**src/rtl/datapath_sequencer_if.sv**
```systemverilog
// ============================================================================
// Module   : datapath_sequencer_if
// Brief    : Command handshake and datapath control-word bundle.
// Revision : 1.0
// ============================================================================
`default_nettype none

interface datapath_sequencer_if #(
  parameter int NUM_REGS   = 16,
  parameter int DATA_WIDTH = 32
);
  logic                  cmd_valid;
  logic                  cmd_ready;
  logic [3:0]            cmd_op;
  logic [3:0]            cmd_rd;
  logic [3:0]            cmd_ra;
  logic [3:0]            cmd_rb;
  logic [DATA_WIDTH-1:0] cmd_imm;

  logic [NUM_REGS-1:0]   register_select;
  logic [DATA_WIDTH-1:0] register_set;
  logic [3:0]            read_select;
  logic                  bus_from_reg;
  logic                  bus_from_z;
  logic                  bus_from_imm;
  logic                  y_load;
  logic                  z_load;
  logic [3:0]            op_select;

  // Command source / datapath side.
  modport master (
    output cmd_valid, cmd_op, cmd_rd, cmd_ra, cmd_rb, cmd_imm,
    input  cmd_ready,
    input  register_select, register_set, read_select,
    input  bus_from_reg, bus_from_z, bus_from_imm,
    input  y_load, z_load, op_select
  );

  // Sequencer side.
  modport slave (
    input  cmd_valid, cmd_op, cmd_rd, cmd_ra, cmd_rb, cmd_imm,
    output cmd_ready,
    output register_select, register_set, read_select,
    output bus_from_reg, bus_from_z, bus_from_imm,
    output y_load, z_load, op_select
  );
endinterface

`default_nettype wire

```
**src/rtl/datapath_sequencer.sv**
```systemverilog
// ============================================================================
// Module   : datapath_sequencer
// Brief    : Issues per-cycle datapath control words for LOADI / ALU commands.
// Revision : 1.0
// ============================================================================
`default_nettype none

module datapath_sequencer #(
  parameter int NUM_REGS   = 16,
  parameter int DATA_WIDTH = 32
) (
  input  wire logic            clock,
  input  wire logic            clear,
  datapath_sequencer_if.slave  bus_if,
  output logic                 busy_o,
  output logic                 done_o,
  output logic [15:0]          retired_count_o
);

  typedef enum logic [2:0] {
    S_IDLE = 3'd0,
    S_LDI  = 3'd1,
    S_T1   = 3'd2,
    S_T2   = 3'd3,
    S_T3   = 3'd4
  } state_e;

  localparam logic [3:0] C_OP_LOADI = 4'b0000;

  state_e                state_q, state_d;
  logic [3:0]            op_q, rd_q, ra_q, rb_q;
  logic [DATA_WIDTH-1:0] imm_q;
  logic                  done_q;
  logic [15:0]           count_q;

  logic                  w_idle;
  logic                  w_accept;
  logic                  w_retire;
  logic [NUM_REGS-1:0]   w_rd_onehot;

  assign w_idle      = (state_q == S_IDLE);
  assign w_accept    = w_idle && bus_if.cmd_valid;
  assign w_retire    = (state_q == S_LDI) || (state_q == S_T3);
  assign w_rd_onehot = NUM_REGS'(1) << rd_q;

  always_ff @(posedge clock) begin
    if (clear) begin
      state_q <= S_IDLE;
      op_q    <= '0;
      rd_q    <= '0;
      ra_q    <= '0;
      rb_q    <= '0;
      imm_q   <= '0;
      done_q  <= 1'b0;
      count_q <= '0;
    end else begin
      state_q <= state_d;
      done_q  <= w_retire;
      if (w_retire) begin
        count_q <= count_q + 16'd1;
      end
      if (w_accept) begin
        op_q  <= bus_if.cmd_op;
        rd_q  <= bus_if.cmd_rd;
        ra_q  <= bus_if.cmd_ra;
        rb_q  <= bus_if.cmd_rb;
        imm_q <= bus_if.cmd_imm;
      end
    end
  end

  // Control outputs depend only on state_q and the latched command.
  always_comb begin
    state_d                = state_q;
    bus_if.register_select = '0;
    bus_if.register_set    = '0;
    bus_if.read_select     = '0;
    bus_if.bus_from_reg    = 1'b0;
    bus_if.bus_from_z      = 1'b0;
    bus_if.bus_from_imm    = 1'b0;
    bus_if.y_load          = 1'b0;
    bus_if.z_load          = 1'b0;
    bus_if.op_select       = '0;
    case (state_q)
      S_IDLE: begin
        if (bus_if.cmd_valid) begin
          state_d = (bus_if.cmd_op == C_OP_LOADI) ? S_LDI : S_T1;
        end
      end
      S_LDI: begin
        bus_if.bus_from_imm    = 1'b1;
        bus_if.register_set    = imm_q;
        bus_if.register_select = w_rd_onehot;
        state_d                = S_IDLE;
      end
      S_T1: begin
        bus_if.bus_from_reg = 1'b1;
        bus_if.read_select  = ra_q;
        bus_if.y_load       = 1'b1;
        state_d             = S_T2;
      end
      S_T2: begin
        bus_if.bus_from_reg = 1'b1;
        bus_if.read_select  = rb_q;
        bus_if.op_select    = op_q;
        bus_if.z_load       = 1'b1;
        state_d             = S_T3;
      end
      S_T3: begin
        bus_if.bus_from_z      = 1'b1;
        bus_if.register_select = w_rd_onehot;
        state_d                = S_IDLE;
      end
      default: state_d = S_IDLE;
    endcase
  end

  assign bus_if.cmd_ready = w_idle;
  assign busy_o           = !w_idle;
  assign done_o           = done_q;
  assign retired_count_o  = count_q;

endmodule

`default_nettype wire

```
**src/flat_wrapper.sv**
```systemverilog
// flat-port wrapper written by rule: the top's interface ports become plain ports
module datapath_sequencer_flat 
#(
  parameter int NUM_REGS   = 16,
  parameter int DATA_WIDTH = 32
)
  (clock, clear, busy_o, done_o, retired_count_o, bus_if_cmd_valid, bus_if_cmd_op, bus_if_cmd_rd, bus_if_cmd_ra, bus_if_cmd_rb, bus_if_cmd_imm, bus_if_cmd_ready, bus_if_register_select, bus_if_register_set, bus_if_read_select, bus_if_bus_from_reg, bus_if_bus_from_z, bus_if_bus_from_imm, bus_if_y_load, bus_if_z_load, bus_if_op_select);
  datapath_sequencer_if #(.NUM_REGS(NUM_REGS), .DATA_WIDTH(DATA_WIDTH)) bus_if_i ();
  input  wire logic clock;
  input  wire logic clear;
  output logic busy_o;
  output logic done_o;
  output logic [15:0] retired_count_o;
  input wire logic [$bits(bus_if_i.cmd_valid)-1:0] bus_if_cmd_valid;
  input wire logic [$bits(bus_if_i.cmd_op)-1:0] bus_if_cmd_op;
  input wire logic [$bits(bus_if_i.cmd_rd)-1:0] bus_if_cmd_rd;
  input wire logic [$bits(bus_if_i.cmd_ra)-1:0] bus_if_cmd_ra;
  input wire logic [$bits(bus_if_i.cmd_rb)-1:0] bus_if_cmd_rb;
  input wire logic [$bits(bus_if_i.cmd_imm)-1:0] bus_if_cmd_imm;
  output wire logic [$bits(bus_if_i.cmd_ready)-1:0] bus_if_cmd_ready;
  output wire logic [$bits(bus_if_i.register_select)-1:0] bus_if_register_select;
  output wire logic [$bits(bus_if_i.register_set)-1:0] bus_if_register_set;
  output wire logic [$bits(bus_if_i.read_select)-1:0] bus_if_read_select;
  output wire logic [$bits(bus_if_i.bus_from_reg)-1:0] bus_if_bus_from_reg;
  output wire logic [$bits(bus_if_i.bus_from_z)-1:0] bus_if_bus_from_z;
  output wire logic [$bits(bus_if_i.bus_from_imm)-1:0] bus_if_bus_from_imm;
  output wire logic [$bits(bus_if_i.y_load)-1:0] bus_if_y_load;
  output wire logic [$bits(bus_if_i.z_load)-1:0] bus_if_z_load;
  output wire logic [$bits(bus_if_i.op_select)-1:0] bus_if_op_select;
  assign bus_if_i.cmd_valid = bus_if_cmd_valid;
  assign bus_if_i.cmd_op = bus_if_cmd_op;
  assign bus_if_i.cmd_rd = bus_if_cmd_rd;
  assign bus_if_i.cmd_ra = bus_if_cmd_ra;
  assign bus_if_i.cmd_rb = bus_if_cmd_rb;
  assign bus_if_i.cmd_imm = bus_if_cmd_imm;
  assign bus_if_cmd_ready = bus_if_i.cmd_ready;
  assign bus_if_register_select = bus_if_i.register_select;
  assign bus_if_register_set = bus_if_i.register_set;
  assign bus_if_read_select = bus_if_i.read_select;
  assign bus_if_bus_from_reg = bus_if_i.bus_from_reg;
  assign bus_if_bus_from_z = bus_if_i.bus_from_z;
  assign bus_if_bus_from_imm = bus_if_i.bus_from_imm;
  assign bus_if_y_load = bus_if_i.y_load;
  assign bus_if_z_load = bus_if_i.z_load;
  assign bus_if_op_select = bus_if_i.op_select;
  datapath_sequencer #(.NUM_REGS(NUM_REGS), .DATA_WIDTH(DATA_WIDTH)) u_core (.clock(clock), .clear(clear), .bus_if(bus_if_i), .busy_o(busy_o), .done_o(done_o), .retired_count_o(retired_count_o));
endmodule
```
**config.mk**
```make
export PLATFORM = sky130hd
export DESIGN_NAME = datapath_sequencer_flat
export DESIGN_NICKNAME = d
export VERILOG_FILES = /design/src/rtl/datapath_sequencer_if.sv /design/src/rtl/datapath_sequencer.sv /design/src/flat_wrapper.sv
export SDC_FILE = /design/constraint.sdc
export NUM_CORES = 1
export LEC_CHECK = 0
export BUFFER_PORTS_ARGS = -buffer_cell sky130_fd_sc_hd__buf_2
export CAP_MARGIN = 40
export CORE_ASPECT_RATIO = 0.7
export CORE_MARGIN = 5
export CORE_UTILIZATION = 42
export DETAILED_ROUTE_END_ITERATION = 10
export HOLD_SLACK_MARGIN = 0.03
export PLACE_DENSITY_LB_ADDON = 0.12
export SYNTH_ARGS = -nofsm -noshare
export SYNTH_HDL_FRONTEND = slang
export SYNTH_SLANG_ARGS = --single-unit
```
**constraint.sdc**
```tcl
create_clock -name clock -period 1.6 [get_ports clock]
set_input_delay 0.16 -clock clock [delete_from_list [all_inputs] [get_ports clock]]
set_output_delay 0.16 -clock clock [all_outputs]
set_load 0.005 [all_outputs]
```
# --- Word level (Yosys, flattened, before mapping) ---
# Index checks and enable logic that the tools add are counted.
totals:
  ff_bits: 68
  input_bits: 51
op_classes:
  addsub: 1
  eq_ne: 5
  shift: 1
  mux: 12
  n_reduce_logical: 7
op_table:
  columns: ["cell", "n"]
  rows:
  - ["$mux W32", 1]
  - ["$add A16 B1 Y16 const B", 1]
  - ["$mux W16", 1]
  - ["$shl A1 B4 Y16 const A", 1]
  - ["$pmux W3 S3", 1]
  - ["$pmux W4 S2", 1]
  - ["$eq A3 B2 Y1 const B", 2]
  - ["$mux W1", 5]
  - ["$logic_not A4 Y1", 1]
  - ["$mux W4", 1]
  - ["$reduce_or A2 Y1", 2]
  - ["$eq A3 B1 Y1 const B", 1]
  - ["$eq A3 B3 Y1 const B", 1]
  - ["$logic_not A3 Y1", 1]
  - ["$mux W3", 1]
  - ["$mux W2", 1]
  - ["$ne A2 B2 Y1 const B", 1]
  - ["$logic_and A1 B1 Y1", 1]
  - ["$logic_not A1 Y1", 1]
  - ["$logic_or A1 B1 Y1", 1]

# --- Logic depth before layout (Yosys ltp) ---
# Gate-level depths: netlist (run 1).
depth:
  word_depth: 4
  mapped_depth: 7
  ltp_nobuf: 5

# --- Least setup slack after synthesis (run 1) ---
# OpenSTA, ideal clock, no wires.
synth_timing:
  path_type: "reg-to-reg"
  startpoint: "reg u_core.state_q[0]"
  endpoint: "reg u_core.count_q[15], in the netlist u_core.retired_count_o[15]"
  setup_ns: 0.123
  arrival_time_ns: 1.564
  required_time_ns: 1.477
  path_slack_ns: -0.088
  path_stages_with_launch: 6
  synth_period_minus_slack_ns: 1.688
  cell_sequence: "dfxtp_1 buf_2 xnor2_1 nor4_2 nor3b_1 mux2_1"
synth_via:
  elab_chain_len: 2
synth_rtl:
  columns: ["item", "line_no", "text"]
  rows:
  - ["start, declared", "datapath_sequencer.sv:30", "state_e state_q, state_d;"]
  - ["start signal, assigned", "datapath_sequencer.sv:57", "state_q <= state_d;"]
  - ["$eq A3 B1 Y1 / $eq A3 B3 Y1 (equally long branches)", "datapath_sequencer.sv:43", "assign w_retire = (state_q == S_LDI) || (state_q == S_T3);"]
  - ["$logic_or A1 B1 Y1 *", "datapath_sequencer.sv:43", null]
  - ["end signal, assigned", "datapath_sequencer.sv:60", "count_q <= count_q + 16'd1;"]
  - ["end, declared", "datapath_sequencer.sv:34", "logic [15:0] count_q;"]
# Every way passes the cells marked *; elsewhere a longest branch is shown, timed or not.
# A chain may end at the register's enable or synchronous reset.

# --- Worst setup path in the final report (run 1) ---
layout_timing:
  startpoint: "reg u_core.state_q[1]"
  endpoint: "out bus_if_register_set[4]"
layout_via:
  elab_chain_len: 2
layout_rtl:
  columns: ["item", "line_no", "text"]
  rows:
  - ["$eq A3 B1 Y1", "datapath_sequencer.sv:84", "case (state_q)"]
  - ["$mux W32", "datapath_sequencer.sv:84", null]
  - ["end, declared", "flat_wrapper.sv:22", "output wire logic [$bits(bus_if_i.register_set)-1:0] bus_if_register_set;"]
# Every way passes these cells.

==> results of run 1 <==
[cell type report]
class	instances	area (um^2)	area share
Tap cell	94	118	0.0248
Clock inverter	4	25.0	0.00528
Clock buffer	12	145	0.0306
Sequential cell	68	1380	0.291
Timing Repair Buffer	180	1320	0.279
Inverter	5	23.8	0.00501
Multi-Input combinational cell	289	1730	0.365
[synth_stat cells (4+ instances only)]
master and count:
inv_1 5, nor3b_1 5, nor3_1 8, nand3_1 5
clkbuf_1 20, nor2b_1 4, buf_2 4, dfxtp_1 68
a21oi_1 54, o21ai_0 4, nand2_1 101, or3_1 4
mux2i_1 4, nor2_1 31, and3_1 5, and2_1 34
xnor2_1 9
[where the power goes]
group | total [mW] | switching (mW) | leakage, nW | internal, mW
clock network | 1.23 | 0.628 | 0.0824 | 0.600
logic | 0.658 | 0.327 | 1.51 | 0.331
registers | 1.84 | 0.0609 | 0.560 | 1.78
[cell usage in the layout, fill, tap and decap left out, drive strengths merged]
cell type | synthesis | layout
buf | 6 | 176
nand2 | 101 | 101
dfxtp | 68 | 68
a21oi | 54 | 54
and2 | 34 | 34
nor2 | 31 | 31
clkbuf | 20 | 15
xnor2 | 9 | 9
nor3 | 8 | 8
inv | 5 | 5
o21ai | 5 | 5
and3 | 5 | 5
nor3b | 5 | 5
nand3 | 5 | 5
mux2i | 4 | 4
nor2b | 4 | 4
or3 | 4 | 4
nand3b | 3 | 3
nand2b | 3 | 3
or4 | 3 | 3
nor4 | 3 | 3
mux2 | 3 | 3
nor4b | 2 | 2
clkinvlp | 0 | 2
clkinv | 0 | 2
nand4 | 1 | 1
nand4b | 1 | 1
ha | 1 | 1
dlygate4sd3 | 0 | 1
[layer usage]
metal | up-vias | GRT usage | wire length, um
met2 | 116 | 0.318 | 4250
met4 | 2 | 0.0406 | 82
met3 | 11 | 0.0948 | 936
met5 | - | 0 | 13
met1 | 1446 | 0.264 | 4050
li1 | 1598 | - | -
[cell families after synthesis]
group           Yosys count  synth area share
compound gates           59            0.0997
xor+xnor                  9            0.0266
fa+ha+maj                 1           0.00423
buf+inv                  31            0.0410
flops                    68             0.460
mux                       7            0.0249
simple gates            213             0.344
[worst min-delay path, cell delays in order]
cell and delay (ns):
buf_2 0.10, nand2_1 0.04, a21oi_1 0.05
[metrics by stage]
| stage | worst slack [ns] | hold slack [ns] | cells | TNS, ns |
|---|---|---|---|---|
| after floorplan | -0.00988 | 0.296 | 388 | -0.0296 |
| after global placement | -0.0480 | 0.400 | 616 | -0.127 |
| after detailed placement | -0.0863 | 0.405 | 616 | -0.399 |
| after CTS | -0.157 | 0.0347 | 643 | -5.13 |
| after global routing | -0.234 | 0.0304 | 652 | -10.73 |
| final | -0.141 | 0.0525 | 652 | -4.34 |
[final timing paths]
kind | depth (start not counted) | from | end | slack [ns]
setup / recovery | 6 | u_core.state_q[1] | bus_if_register_set[4] | -0.14
hold / removal | 3 | bus_if_cmd_imm[8] | u_core.imm_q[8] | 0.05
setup reg to reg | 5 | u_core.state_q[2] | u_core.retired_count_o[10] | -0.14
hold reg to reg | 2 | u_core.imm_q[10] | u_core.imm_q[10] | 0.45
[flip-flops by register name (all words and copies together), names as in the netlist]
signal	flops
u_core.imm_q	32
u_core.ra_q	4
u_core.rb_q	4
u_core.state_q	3
u_core.op_q	4
u_core.retired_count_o	16
u_core.done_o	1
u_core.rd_q	4
[repair_timing]
action                                  4_1_cts  5_1_grt
endpoints found under the setup margin       98       87
endpoints found under the hold margin         0        1
buffers inserted                             10        7
gates resized for setup                      37       70
cloned                                        1        3
hold buffers                                  0        1
pin swaps                                    11       31
==> reports/qor.yml, run 1 <==
placement:
  dp_hpwl_um: 6160
  dpl_cell_area_um2: 3920
  port_buffers: 130
  finalWeightedCongestion: 0.840
synthesis:
  syn_inst: 388
  avgSynthCellArea_um2: 7.63
  synth_top_flop_cell: "dfxtp_1"
  synth_edf_count: 0
  ys_warn_count: 0
  async_flop_share: 0
  synth_cell_types: 30
  yosysTopAreaCellShare: 0.460
  synth_top_area_cell: "dfxtp_1"
  synthTopCellsByArea: "dfxtp_1 46%, nand2_1 13%, a21oi_1 9.1%, and2_1 7.2%, nor2_1 3.9%"
  synth_fp_nets: 440
  synth-seq-cells: 68
  yosysSeqAreaShare: 0.460
  syn_area_um2: 2960
sta:
  hold_violations: 0
  worstMarginPinSlew_ns: 0.408
  layout_min_cycle_time_ns: 1.74
  fin_skew_ns: 0.00654
  fin_crit_sh: 1.09
  max_freq_mhz: 574
  setup_viol: 51
  rsz0062_at_grt: "true"
  relSlewSlack: 0.728
  fin_ws_ns: -0.141
  slew_viol_final: 0
floorplanning:
  die_w_um: 110
  io_pins: 131
  die_y_um: 80.2
  placementRows: 25
  die-area_um2: 8850
  core-area_um2: 6820
  initial_utilization: 0.434
layout:
  antenna-diode-count: 0
  area_delta_synth_final_pct: 60.2
  post-route-cell-area_um2: 4740
  n_fill_cell: 631
  final_core_util: 0.696
  layout-drive-gt1-share: 0.461
  final_net_count: 605
job:
  cap_violations: 0
global_routing:
  antenna_found_initial: 1
  grt_overflow: 0
  grt_pass1_wl_um: 14200
  grt_use_total: 0.206
  grt_pass1_vias: 2925
  grt_max_degree: 32
setup_path:
  crit_arrival_ns: 1.58
  path_buf_inv: 4
  critPathMaxFanout: 7
  cp_top_family: "buffers and inverters"
  crit_chain: "buf_8 > nor3b_4 > buf_6 > clkbuf_16 > and2_4 > buf_6"
  path_class: "flip-flop to output port"
  critPathRequiredTime_ns: 1.44
  cpMostUsedCell: "buf_6"
  critPathSlowestCell: "dfxtp_4"
  cpPeakStageDelay_ns: 0.37
  endpoint_kind: "output port"
  worstSetupStartpointType: "flip-flop"
power:
  power.total_mw: 3.73
  ir_drop_v: 0.000437
  p_per_area_nw_per_um2: 786
  cellLeakagePower_nw: 2.15
detailed_routing:
  num_vias: 3173
  via_per_inst: 4.87
  antenna_left: 0
  drt-total-wl_um: 9330
  drc_errors: 0
  drt_first_iter_violations: 161
  dr.pass1.iters: 4
  wl_per_cell_um: 14.3
clocking:
  cts_root_buf: "clkbuf_8"
  cts_tree: "done"
  clock-sinks: 68
  path_clk_slew_ns: 0.07
  htreeDepth: 3
  clk_path_buf_depth: 2
  insertion_delay_ns: 0.34
  cts_made_buffers: 9
worst_hold_path:
  hold_class: "primary input to flip-flop"
outcome:
  status: "finished with violations"
  violations: "negative setup slack"
Power figures use the tool's default switching activity.
==> run 2: changes to the inputs <==
Settings changed: CORE_UTILIZATION 42 to 32, CTS_CLUSTER_DIAMETER set to 50.
==> run 2 against run 1 <==
  * Via count is 4.6% lower
  * Critical endpoint is now bus_if_register_select[0]
  * Die area is 28% higher
  * Core utilization decreased by 21 points
  * Design area is 7.5% lower
  * First-iteration DRC count down 11%
  * Non-clock buffer count decreased by 13
  * Sequential share of layout area is 2.2 points higher
  * Routed wire length fell by 5.0%
  * Clock power grew 42%
  * Largest power group unchanged
  * The flow still finishes with violations (negative setup slack)
==> reports/qor.yml, run 2 (same netlist as run 1, synthesis figures left out) <==
outcome:
  status: "finished with violations"
  violations: "negative setup slack"
layout:
  multi_input_area_um2: 1600  # -7.4%
  final_cells: 669  # +2.6%
  regMostFlops: "u_core.imm_q"
  final_cell_mix: "130 x buf_2, 100 x nand2_1, 59 x dfxtp_1"
  largest_reg_flops: 32  # unchanged
  area.sequential_um2: 1370  # -0.45%
  layout-drive-gt1-share: 0.387  # -0.0734
  antenna-diode-count: 0  # unchanged
  layout_commonest_cell: "buf_2"
  final_core_util: 0.486  # -0.210
  n_fill_cell: 925  # +47%
  area_delta_synth_final_pct: 48.3
  final_net_count: 592  # -2.1%
  post-route-cell-area_um2: 4390  # -7.5%
global_routing:
  grt_pass1_vias: 2940  # +0.51%
  grt_max_degree: 42  # +31%
  grt_overflow: 0  # unchanged
  grt_use_total: 0.155  # -0.0510
  grt_pass1_wl_um: 14600  # +2.8%
  antenna_found_initial: 0  # -1
sta:
  rsz0062_at_grt: "true"
  fin_crit_sh: 1.10  # +0.00972
  hold_ws_ns: 0.0730  # +0.0206 ns
  relSlewSlack: 0.689  # -0.0392
  slew_viol_final: 0  # unchanged
  layout_min_cycle_time_ns: 1.76  # +0.0156 ns
  max_freq_mhz: 569  # -0.89%
  hold_violations: 0  # unchanged
  worstMarginPinSlew_ns: 0.466  # +0.0588 ns
  totalNegativeSetupSlack_ns: -3.52  # +0.813 ns
  fin_skew_ns: 0.00457  # -0.00197 ns
  setup_viol: 43  # -16%
  fin_ws_ns: -0.157  # -0.0156 ns
clocking:
  insertion_delay_ns: 0.32  # -0.02 ns
  cts_tree: "done"
  htreeDepth: 3  # unchanged
  cts_made_buffers: 9  # unchanged
  clock-sinks: 68  # unchanged
  path_clk_slew_ns: 0.05  # -0.02 ns
  cts_hold_buf: 0  # unchanged
  clk_path_buf_depth: 2  # unchanged
  cts_root_buf: "clkbuf_16"
floorplanning:
  die_y_um: 90.5  # +13%
  die_w_um: 125  # +13%
  initial_utilization: 0.328  # -0.106
  placementRows: 29  # +16%
  core-area_um2: 9030  # +32%
  die-area_um2: 11300  # +28%
  io_pins: 131  # unchanged
setup_path:
  critPathSlowestCell: "or4_4"
  critPathRequiredTime_ns: 1.44  # about the same
  r2r_start: "u_core.state_q[0]"
  crit_arrival_ns: 1.60  # +0.02 ns
  path_class: "flip-flop to output port"
  cp-startpoint: "u_core.state_q[0]"
  cpPeakStageDelay_ns: 0.53  # +0.16 ns
  worstSetupStartpointType: "flip-flop"
  crit_chain: "xnor2_4 > or4_4 > nor3_2 > buf_2"
  endpoint_kind: "output port"
  critPathMaxFanout: 4  # -3
placement:
  dpl_cell_area_um2: 3980  # +1.5%
  pre_cts_slack_ns: -0.0273  # +0.0590 ns
  dp_hpwl_um: 6480  # +5.3%
  finalWeightedCongestion: 0.771  # -8.3%
  place_inst: 649  # +5.4%
  port_buffers: 130  # unchanged
detailed_routing:
  num_vias: 3026  # -4.6%
  drt_first_iter_violations: 143  # -11%
  antenna_left: 0  # unchanged
  drt-total-wl_um: 8860  # -5.0%
  wl_per_cell_um: 13.2  # -7.4%
  via_per_inst: 4.52  # -7.1%
  dr.pass1.iters: 4  # unchanged
  drc_errors: 0  # unchanged
job:
  cap_violations: 0  # unchanged
power:
  cellLeakagePower_nw: 2.03  # -5.7%
  power.total_mw: 4.13  # +11%
  ir_drop_v: 0.000454  # +3.9%
  p_per_area_nw_per_um2: 942  # +20%
worst_hold_path:
  hp-start: "bus_if_cmd_imm[13]"
  hold_class: "primary input to flip-flop"
[run 2: changes by cell type in the layout (fill, tap and decap cells not counted), moves of 4 or more]
cell	before	now
and2_4	21	0
clkbuf_8	10	1
buf_2	109	130
and2_1	13	33
dfxtp_2	5	9
a21oi_2	6	1
clkbuf_16	3	9
a21oi_1	48	53
buf_6	31	2
[run 2: worst paths after layout]
| check | end | slack [ns] | cells past startpoint |
|---|---|---|---|
| max | bus_if_register_select[0] | -0.16 | 4 |
| min | u_core.imm_q[13] | 0.07 | 3 |
| max reg2reg | u_core.retired_count_o[14] | -0.03 | 5 |
| min reg2reg | u_core.imm_q[11] | 0.45 | 2 |
[run 2: worst max-delay path, delay by kind of cell (launching register included)]
kind	cells	cell delay [ns]
and+or+nand+nor	2	0.65
DFF	1	0.34
xor gates and xnor gates	1	0.15
buffers and inverters	1	0.14
[run 2: layer usage]
metal / up-vias / global-route usage / wire, um
met5: - / 0 / 0
met2: 91 / 0.230 / 3770
li1: 1569 / - / -
met1: 1358 / 0.209 / 4370
met3: 8 / 0.0650 / 648
met4: 0 / 0.0352 / 72
[run 2: final cells by class]
class / instances / share of cell area
multi-input cells: 289 / 0.365
flip-flops and latches: 68 / 0.313
repair buffers: 167 / 0.222
clock buffers: 14 / 0.0579
well taps: 124 / 0.0353
inverters: 5 / 0.00485
clock inverters: 2 / 0.00228
[run 2: timing repair]
| action | in CTS | in global routing |
|---|---|---|
| buffers inserted | 3 | 1 |
| pin swaps | 8 | 2 |
| endpoints found under the setup margin | 60 | 66 |
| resized for setup | 15 | 13 |
[run 2: report_power, final]
| part | switching [mW] | internal, mW |
|---|---|---|
| clock | 0.666 | 1.09 |
| sequential | 0.0546 | 1.79 |
| combinational | 0.289 | 0.248 |
| total | 1.01 | 3.12 |
